$ cat src/rtl/commit_trace_tx.sv
// commit_trace_tx: collects up to three trace records per cycle (lane 0, lane 1, trap)
// into a FIFO and presents the head record to a downstream checker through a
// valid/ready handshake. A cycle's records are enqueued all together or dropped all
// together. Drops set a sticky overflow flag and bump a saturating counter.
module commit_trace_tx #(
    parameter int unsigned DEPTH = 8,
    parameter int unsigned CNT_W = 16
) (
    input  logic                       clock,
    input  logic                       reset,
    input  logic [1:0]                 cm_valid,
    input  logic [127:0]               cm_pc,
    input  logic [63:0]                cm_insn,
    input  logic [1:0]                 cm_wen,
    input  logic [9:0]                 cm_waddr,
    input  logic [127:0]               cm_wdata,
    input  logic                       trap_valid,
    input  logic [63:0]                trap_cause,
    output logic                       out_valid,
    input  logic                       out_ready,
    output logic                       out_kind,
    output logic [63:0]                out_pc,
    output logic [31:0]                out_insn,
    output logic                       out_wen,
    output logic [4:0]                 out_waddr,
    output logic [63:0]                out_wdata,
    output logic                       space_ok,
    output logic [$clog2(DEPTH):0]     occupancy,
    output logic                       overflow,
    output logic [CNT_W-1:0]           drop_count
);

    localparam int unsigned AW = $clog2(DEPTH);
    localparam logic [AW+1:0] DEPTH_W = (AW+2)'(DEPTH);
    localparam logic [CNT_W+1:0] CNT_MAX = {2'b00, {CNT_W{1'b1}}};

    typedef struct packed {
        logic        kind;
        logic [63:0] pc;
        logic [31:0] insn;
        logic        wen;
        logic [4:0]  waddr;
        logic [63:0] wdata;
    } rec_t;

    rec_t          mem_q [DEPTH];
    rec_t          mem_d [DEPTH];
    logic [AW-1:0] wr_ptr_q, wr_ptr_d;
    logic [AW-1:0] rd_ptr_q, rd_ptr_d;
    logic [AW:0]   occ_q, occ_d;
    logic          ovf_q, ovf_d;
    logic [CNT_W-1:0] cnt_q, cnt_d;

    rec_t          cand [3];
    logic [2:0]    cand_v;
    rec_t          pack [3];
    logic [1:0]    n;
    logic          deq;
    logic [AW+1:0] free;
    logic          accept;
    logic [CNT_W+1:0] cnt_sum;
    rec_t          head;

    // Build the three candidate records and squeeze out invalid ones in order.
    always_comb begin
        cand[0] = '{kind: 1'b0, pc: cm_pc[63:0], insn: cm_insn[31:0], wen: cm_wen[0],
                    waddr: cm_waddr[4:0], wdata: cm_wdata[63:0]};
        cand[1] = '{kind: 1'b0, pc: cm_pc[127:64], insn: cm_insn[63:32], wen: cm_wen[1],
                    waddr: cm_waddr[9:5], wdata: cm_wdata[127:64]};
        cand[2] = '{kind: 1'b1, pc: '0, insn: '0, wen: 1'b0, waddr: '0, wdata: trap_cause};
        cand_v  = {trap_valid, cm_valid};
        for (int unsigned i = 0; i < 3; i++) pack[i] = '0;
        n = '0;
        for (int unsigned i = 0; i < 3; i++) begin
            if (cand_v[i]) begin
                pack[n] = cand[i];
                n       = n + 2'd1;
            end
        end
    end

    // Next-state: all-or-nothing enqueue against space that counts this cycle's dequeue.
    always_comb begin
        for (int unsigned i = 0; i < DEPTH; i++) mem_d[i] = mem_q[i];
        deq      = (occ_q != '0) && out_ready;
        free     = DEPTH_W - {1'b0, occ_q} + (AW+2)'(deq);
        accept   = (AW+2)'(n) <= free;
        wr_ptr_d = wr_ptr_q;
        rd_ptr_d = rd_ptr_q + AW'(deq);
        ovf_d    = ovf_q;
        cnt_d    = cnt_q;
        cnt_sum  = {2'b00, cnt_q} + (CNT_W+2)'(n);
        if (accept) begin
            for (int unsigned k = 0; k < 3; k++) begin
                if (2'(k) < n) mem_d[wr_ptr_q + AW'(k)] = pack[k];
            end
            wr_ptr_d = wr_ptr_q + AW'(n);
            occ_d    = occ_q + (AW+1)'(n) - (AW+1)'(deq);
        end else begin
            occ_d = occ_q - (AW+1)'(deq);
            ovf_d = 1'b1;
            cnt_d = (cnt_sum > CNT_MAX) ? {CNT_W{1'b1}} : cnt_sum[CNT_W-1:0];
        end
    end

    // Control state with synchronous active-low reset.
    always_ff @(posedge clock) begin
        if (!reset) begin
            wr_ptr_q <= '0;
            rd_ptr_q <= '0;
            occ_q    <= '0;
            ovf_q    <= 1'b0;
            cnt_q    <= '0;
        end else begin
            wr_ptr_q <= wr_ptr_d;
            rd_ptr_q <= rd_ptr_d;
            occ_q    <= occ_d;
            ovf_q    <= ovf_d;
            cnt_q    <= cnt_d;
        end
    end

    // Record storage; contents are only meaningful below occupancy, so no reset.
    always_ff @(posedge clock) begin
        for (int unsigned i = 0; i < DEPTH; i++) mem_q[i] <= mem_d[i];
    end

    // Head record straight from storage, forced to zero while empty.
    always_comb begin
        head       = (occ_q != '0) ? mem_q[rd_ptr_q] : '0;
        out_valid  = (occ_q != '0);
        out_kind   = head.kind;
        out_pc     = head.pc;
        out_insn   = head.insn;
        out_wen    = head.wen;
        out_waddr  = head.waddr;
        out_wdata  = head.wdata;
        occupancy  = occ_q;
        overflow   = ovf_q;
        drop_count = cnt_q;
        space_ok   = (DEPTH_W - {1'b0, occ_q}) >= (AW+2)'(3);
    end

endmodule

$ cat config.mk
export PLATFORM = sky130hd
export DESIGN_NAME = commit_trace_tx
export DESIGN_NICKNAME = d
export VERILOG_FILES = /design/src/rtl/commit_trace_tx.sv
export SDC_FILE = /design/constraint.sdc
export NUM_CORES = 2
export LEC_CHECK = 0
export CORE_AREA = 2 2 587 589
export DETAILED_ROUTE_END_ITERATION = 10
export DIE_AREA = 0 0 589 591
export GPL_TIMING_DRIVEN = 0
export SLEW_MARGIN = 10
export SYNTH_ARGS = -nofsm -noshare
export SYNTH_HDL_FRONTEND = slang
export SYNTH_SLANG_ARGS = --single-unit
$ cat constraint.sdc
create_clock -name clock -period 86.1 [get_ports clock]
set_clock_uncertainty 0.05 [all_clocks]
set_input_delay 17.22 -clock clock [delete_from_list [all_inputs] [get_ports clock]]
set_output_delay 17.22 -clock clock [all_outputs]
set_load 0.01 [all_outputs]
After elaboration in Yosys (flattened, before gate mapping)
Memories as Yosys holds them, arrays and structs flattened. A register that Yosys moved wholly into a read port is not among the register bits.
Cells that the tools add are included.
{ "word_totals": {"word_cells": 77, "ram_bits": 1336, "n_memories": 1, "regBits": 27} }
{ "classes": {"n_addsub": 12, "reduce_logical": 7, "order_cmp": 16, "bitwise": 5, "muxes": 31} }
{ "memory_table": {"columns": ["name", "depth", "width", "rd", "rd_clocked_by_memory_dff", "write_ports", "line", "text"], "rows": [
  ["mem_q", 8, 167, 9, 1, 8, "46", "rec_t mem_q [DEPTH];"]
]} }
{ "ops": {"columns": ["op", "n"], "rows": [
  ["$mux W1336", 6],
  ["$bwmux W1336", 3],
  ["$demux W167 S3", 3],
  ["$bwmux W501", 2],
  ["$mux W167", 6],
  ["$mux W501", 2],
  ["$demux W167 S2", 2],
  ["$mux W166", 1],
  ["$add A16 B2 Y17", 1],
  ["$gt A17 B16 Y1 const B", 1],
  ["$mux W16", 1],
  ["$ge A4 B4 Y1 const B", 3],
  ["$lt A4 B1 Y1 const B", 3],
  ["$not A3 Y4", 3],
  ["$sub A4 B1 Y4", 2],
  ["$ge A3 B3 Y1 const B", 2],
  ["$logic_and A1 B1 Y1", 6],
  ["$lt A3 B1 Y1 const B", 2],
  ["$not A2 Y3", 2],
  ["$add A5 B1 Y5", 1],
  ["$ge A5 B2 Y1 const B", 1],
  ["$le A2 B5 Y1", 1],
  ["$sub A4 B4 Y5 const A", 1],
  ["$add A2 B1 Y2 const B", 2],
  ["other kinds (12)", 14]
]} }

Logic depth before layout (Yosys ltp)
{ "logic_depth": {"depth_word": 19, "depth_mapped": 19} }

Worst setup path before layout
Ideal clock, no wire load.
{ "synth_path": {"kind": "in2reg", "start": "in cm_valid[1]", "end": "reg cnt_q[12], in the netlist drop_count[12]", "required_ns": 85.853, "arrival_time_ns": 60.424, "cell_stages": 14, "path_buffers": 5, "slack_ns": 25.429, "cell_sequence": "clkbuf_1 > clkbuf_1 > clkbuf_1 > inv_1 > ha_1 > clkbuf_1 > xor2_1 > inv_1 > ha_1 > a2bb2oi_1 > o211a_1 > inv_1 > clkbuf_1 > o221a_2"} }
{ "synth_between": {"elab_chain_cells": 6} }
{ "synth_rtl": {"columns": ["element", "line", "text"], "rows": [
  ["from (decl)", "11", "input logic [1:0] cm_valid,"],
  ["$mux W2 *", "75", "if (cand_v[i]) begin"],
  ["$add A2 B1 Y2", "77", "n = n + 2'd1;"],
  ["$mux W2 *", "75", null],
  ["$add A16 B2 Y17", "92", "cnt_sum = {2'b00, cnt_q} + (CNT_W+2)'(n);"],
  ["$gt A17 B16 Y1", "102", "cnt_d = (cnt_sum > CNT_MAX) ? {CNT_W{1'b1}} : cnt_sum[CNT_W-1:0];"],
  ["$mux W16", "102", null],
  ["to (signal assigned)", "119", "cnt_q <= cnt_d;"],
  ["to (decl)", "52", "logic [CNT_W-1:0] cnt_q, cnt_d;"]
]} }
Mark *: on every way between the ends. The rest lies on a longest branch, timed or not.
A chain may end at the register's enable or synchronous reset.

==> out/qor.csv <==
metric,value,unit
number of buffers added on ports,591,
Core Area,0.342,mm²
Max-cap violations,1,
CP arrival,25.82,ns
post-route ant nets,0,
design area,0.110,mm²
"Seq/Total Area, Yosys",44.3,%
number of cell rows,215,
Post-CTS Hold Fix Bufs,0,
Placed Area,0.105,mm²
total negative slack,0,ns
Hold Crit Depth,2,
"Worst Setup Slack, final",60.80,ns
fraction of layout cells with a size suffix above 1,9.80,%
Multi-input gate area,0.0462,mm²
RSZ-0062 raised after global routing,false,
Hold WC Path Type,register to register,
Die X,589,µm
dpl ws,59.94,ns
remaining global-route overflow,0,
register area,0.0407,mm²
post-DR vias/cell,5.97,
clock root buffer,clkbuf_16,
I/O pin count,592,
Levels on crit path,21,
filler instances,35400,
reg2reg end,mem_q[1][120],
RR Startpoint,occupancy[0],
first-pass GRT wire length,642,mm
"EDFF count, synth",1336,
critical-path cell with the highest stage delay,ha_1,
post-synthesis instance total,9896,
worst vdd ir,0.0251,mV
global placement routability congestion,0.967,
CTS buffer count,173,
crit share post-route,29.4,%
Die ar.,0.348,mm²
Commonest cells post-synth,"nor2_1 (2086), edfxtp_1 (1336), a211oi_1 (1085)",
Final Hold Fails,0,
1st-pass router iterations,7,
Syn Area/Cell,9.28,µm²
synth unique cells,59,
"Net Count, Synth",10300,
TritonCTS clock tree,done,
Worst R2R Path Depth,23,
clk buf depth,4,
Layout area overhead,19.9,%
Buf/Inv on CP,16,
largest net degree at the start of global routing,59,
Clock Pin Slew Worst Setup and Hold Paths,0.06,ns
final setup vio count,0,
cell chain of the critical path,"clkdlybuf4s50_1, clkbuf_1, clkbuf_2, clkbuf_1, inv_1, ha_1, clkbuf_1, xor2_1, inv_1, ha_1, a2bb2oi_1, o211a_1, inv_1, clkbuf_4, buf_16, buf_16, buf_16, buf_16, buf_16, buf_16, buf_12",
initial antenna violation count,81,
cell mode on critical path,buf_16,
Synth Area in Compound Gates,19.0,%
Num Clock Sinks,1363,
leakage power,40.4,nW
"Primary FF master, synth",edfxtp_1,
via count,92300,
dominant cell by count in the synthesized netlist,nor2_1,
CP Data Required Time,86.62,ns
Final nets,11100,
WL final,462,mm
Post-CTS Resized,0,
hpwl dp,334,mm
WS Path Type,input port to register,
vias in the first global route,86400,
failing checks,"max-capacitance violations, max-slew violations",
Worst Setup EP,mem_q[1][120],
Yosys reg bits,1363,
status,"finished, violations left",
CTS H-Tree Depth,4,
Setup crit end kind,register,
clk_lat worst skew,0.88,ns
cell family with most CP delay,buffers and inverters,
Worst setup SP type,input port,
"Cell Area, Synth",0.0918,mm²
Routed WL per cell,29.9,µm
gr usage total,25.3,%
drt drc,0,
Die Span Y,591,µm
Crit Path Max Fanout,55,
Pins Over Slew Limit,11,
Worst Tran Pin Value,1.51,ns
biggest area consumer among synthesized cells,edfxtp_1,
relative slew slack,-0.875,%
asr flop ratio synth,0,%
post-layout util,32.2,%
Power Total,4.55,mW
CP startpoint,cm_valid[1],
peak per-stage delay on the critical path,0.80,ns
post-synthesis adder-cell area fraction,0.379,%
top cell type's share of synthesized area,43.7,%
mux contribution to synthesized area,10.0,%
main combinational cell family by area after synthesis,simple AND/OR/NAND/NOR gates,
Final min period,25.30,ns
number of post-CTS setup repair buffers,0,
Synth Area in XOR/XNOR,0.127,%
top post-synthesis cells by area,"edfxtp_1 (44%), a211oi_1 (8.9%), nor2_1 (8.5%), mux4_2 (8.2%), nor3_1 (4.5%)",
pwr dens,41.3,mW/mm²
Initial Utilization,26.9,%
f_max,39.5,MHz
R2R Setup Slk,78.58,ns
Synth Area in Simple Gates,20.8,%
Synth warnings,0,
initial DRC count,15400,
## flip-flops by register name, summed over array words and instances, names as in the netlist
| name | flops |
|---|---|
| mem_q | 1336 |
| drop_count | 16 |
| occupancy | 4 |
| rd_ptr_q | 3 |
| wr_ptr_q | 3 |
| overflow | 1 |
## per-layer routing
| metal | global-route usage [%] | routed length (µm) | up-vias |
|---|---|---|---|
| met5 | 0.609 | 422 | - |
| met4 | 15.5 | 30900 | 20 |
| met3 | 10.4 | 71600 | 1171 |
| met2 | 36.6 | 195000 | 7566 |
| met1 | 31.1 | 164000 | 44700 |
| li1 | - | - | 38800 |
## worst min-delay path, cell delays in order, from the launching register on
cell and delay [ns]:
dfxtp_1 0.33, nor2_1 0.05, nor2_1 0.08
## report_power, final
group | switching (mW) | internal (mW) | leakage [nW]
Combinational | 1.39 | 0.873 | 23.2
Sequential | 0.202 | 1.35 | 14.6
Clock | 0.322 | 0.419 | 2.63
## worst min-delay path by stage
| stage | from | slack [ns] | end |
|---|---|---|---|
| after floorplan | overflow | 0.45 | overflow |
| after global placement | overflow | 0.42 | overflow |
| after detailed placement | overflow | 0.44 | overflow |
| after CTS | overflow | 0.44 | overflow |
| after global routing | overflow | 0.47 | overflow |
| final | overflow | 0.44 | overflow |
## area by class of cell
cell class | count | share of cell area [%]
Antenna cell | 59 | 0.134
Buffer | 1165 | 4.50
Clock buffer | 207 | 4.08
Clock inverter | 94 | 0.789
Inverter | 26 | 0.0886
Multi-Input combinational cell | 7342 | 41.9
Sequential cell | 1363 | 36.9
Tap cell | 4557 | 5.18
Timing Repair Buffer | 639 | 6.38
## layout by cell type (no fill, tap or decap), drive strengths merged, types with 30 or more instances in the layout
master,n
a21oi,271
a211oi,1085
o211ai,256
buf,588
nand2,1035
nand3b,167
a21o,105
clkdlybuf4s50,591
clkbuf,832
clkinv,71
mux4,334
nor2,2086
nor3,824
inv,30
o22ai,264
and3,172
and3b,65
o2bb2ai,256
edfxtp,1336
mux2i,168
a31oi,66
a31o,65
diode,59
## metrics by stage
step | std cells | hold slack [ns]
after floorplan | 9896 | 0.455
after global placement | 15000 | 0.419
after detailed placement | 15100 | 0.438
after CTS | 15400 | 0.443
after global routing | 15400 | 0.471
final | 15500 | 0.439
## logic make-up (layout without fill, tap and decap cells)
group,count (synthesis),in the layout
and+or+nand+nor,4403,4403
AOI/OAI and AO/OA,2401,2401
DFF,1363,1363
buffers and inverters,1191,2131
muxes,502,502
adders and majority gates,26,26
xor gates and xnor gates,10,10
other,0,59
No activity file was read; power rests on OpenSTA's default activity.
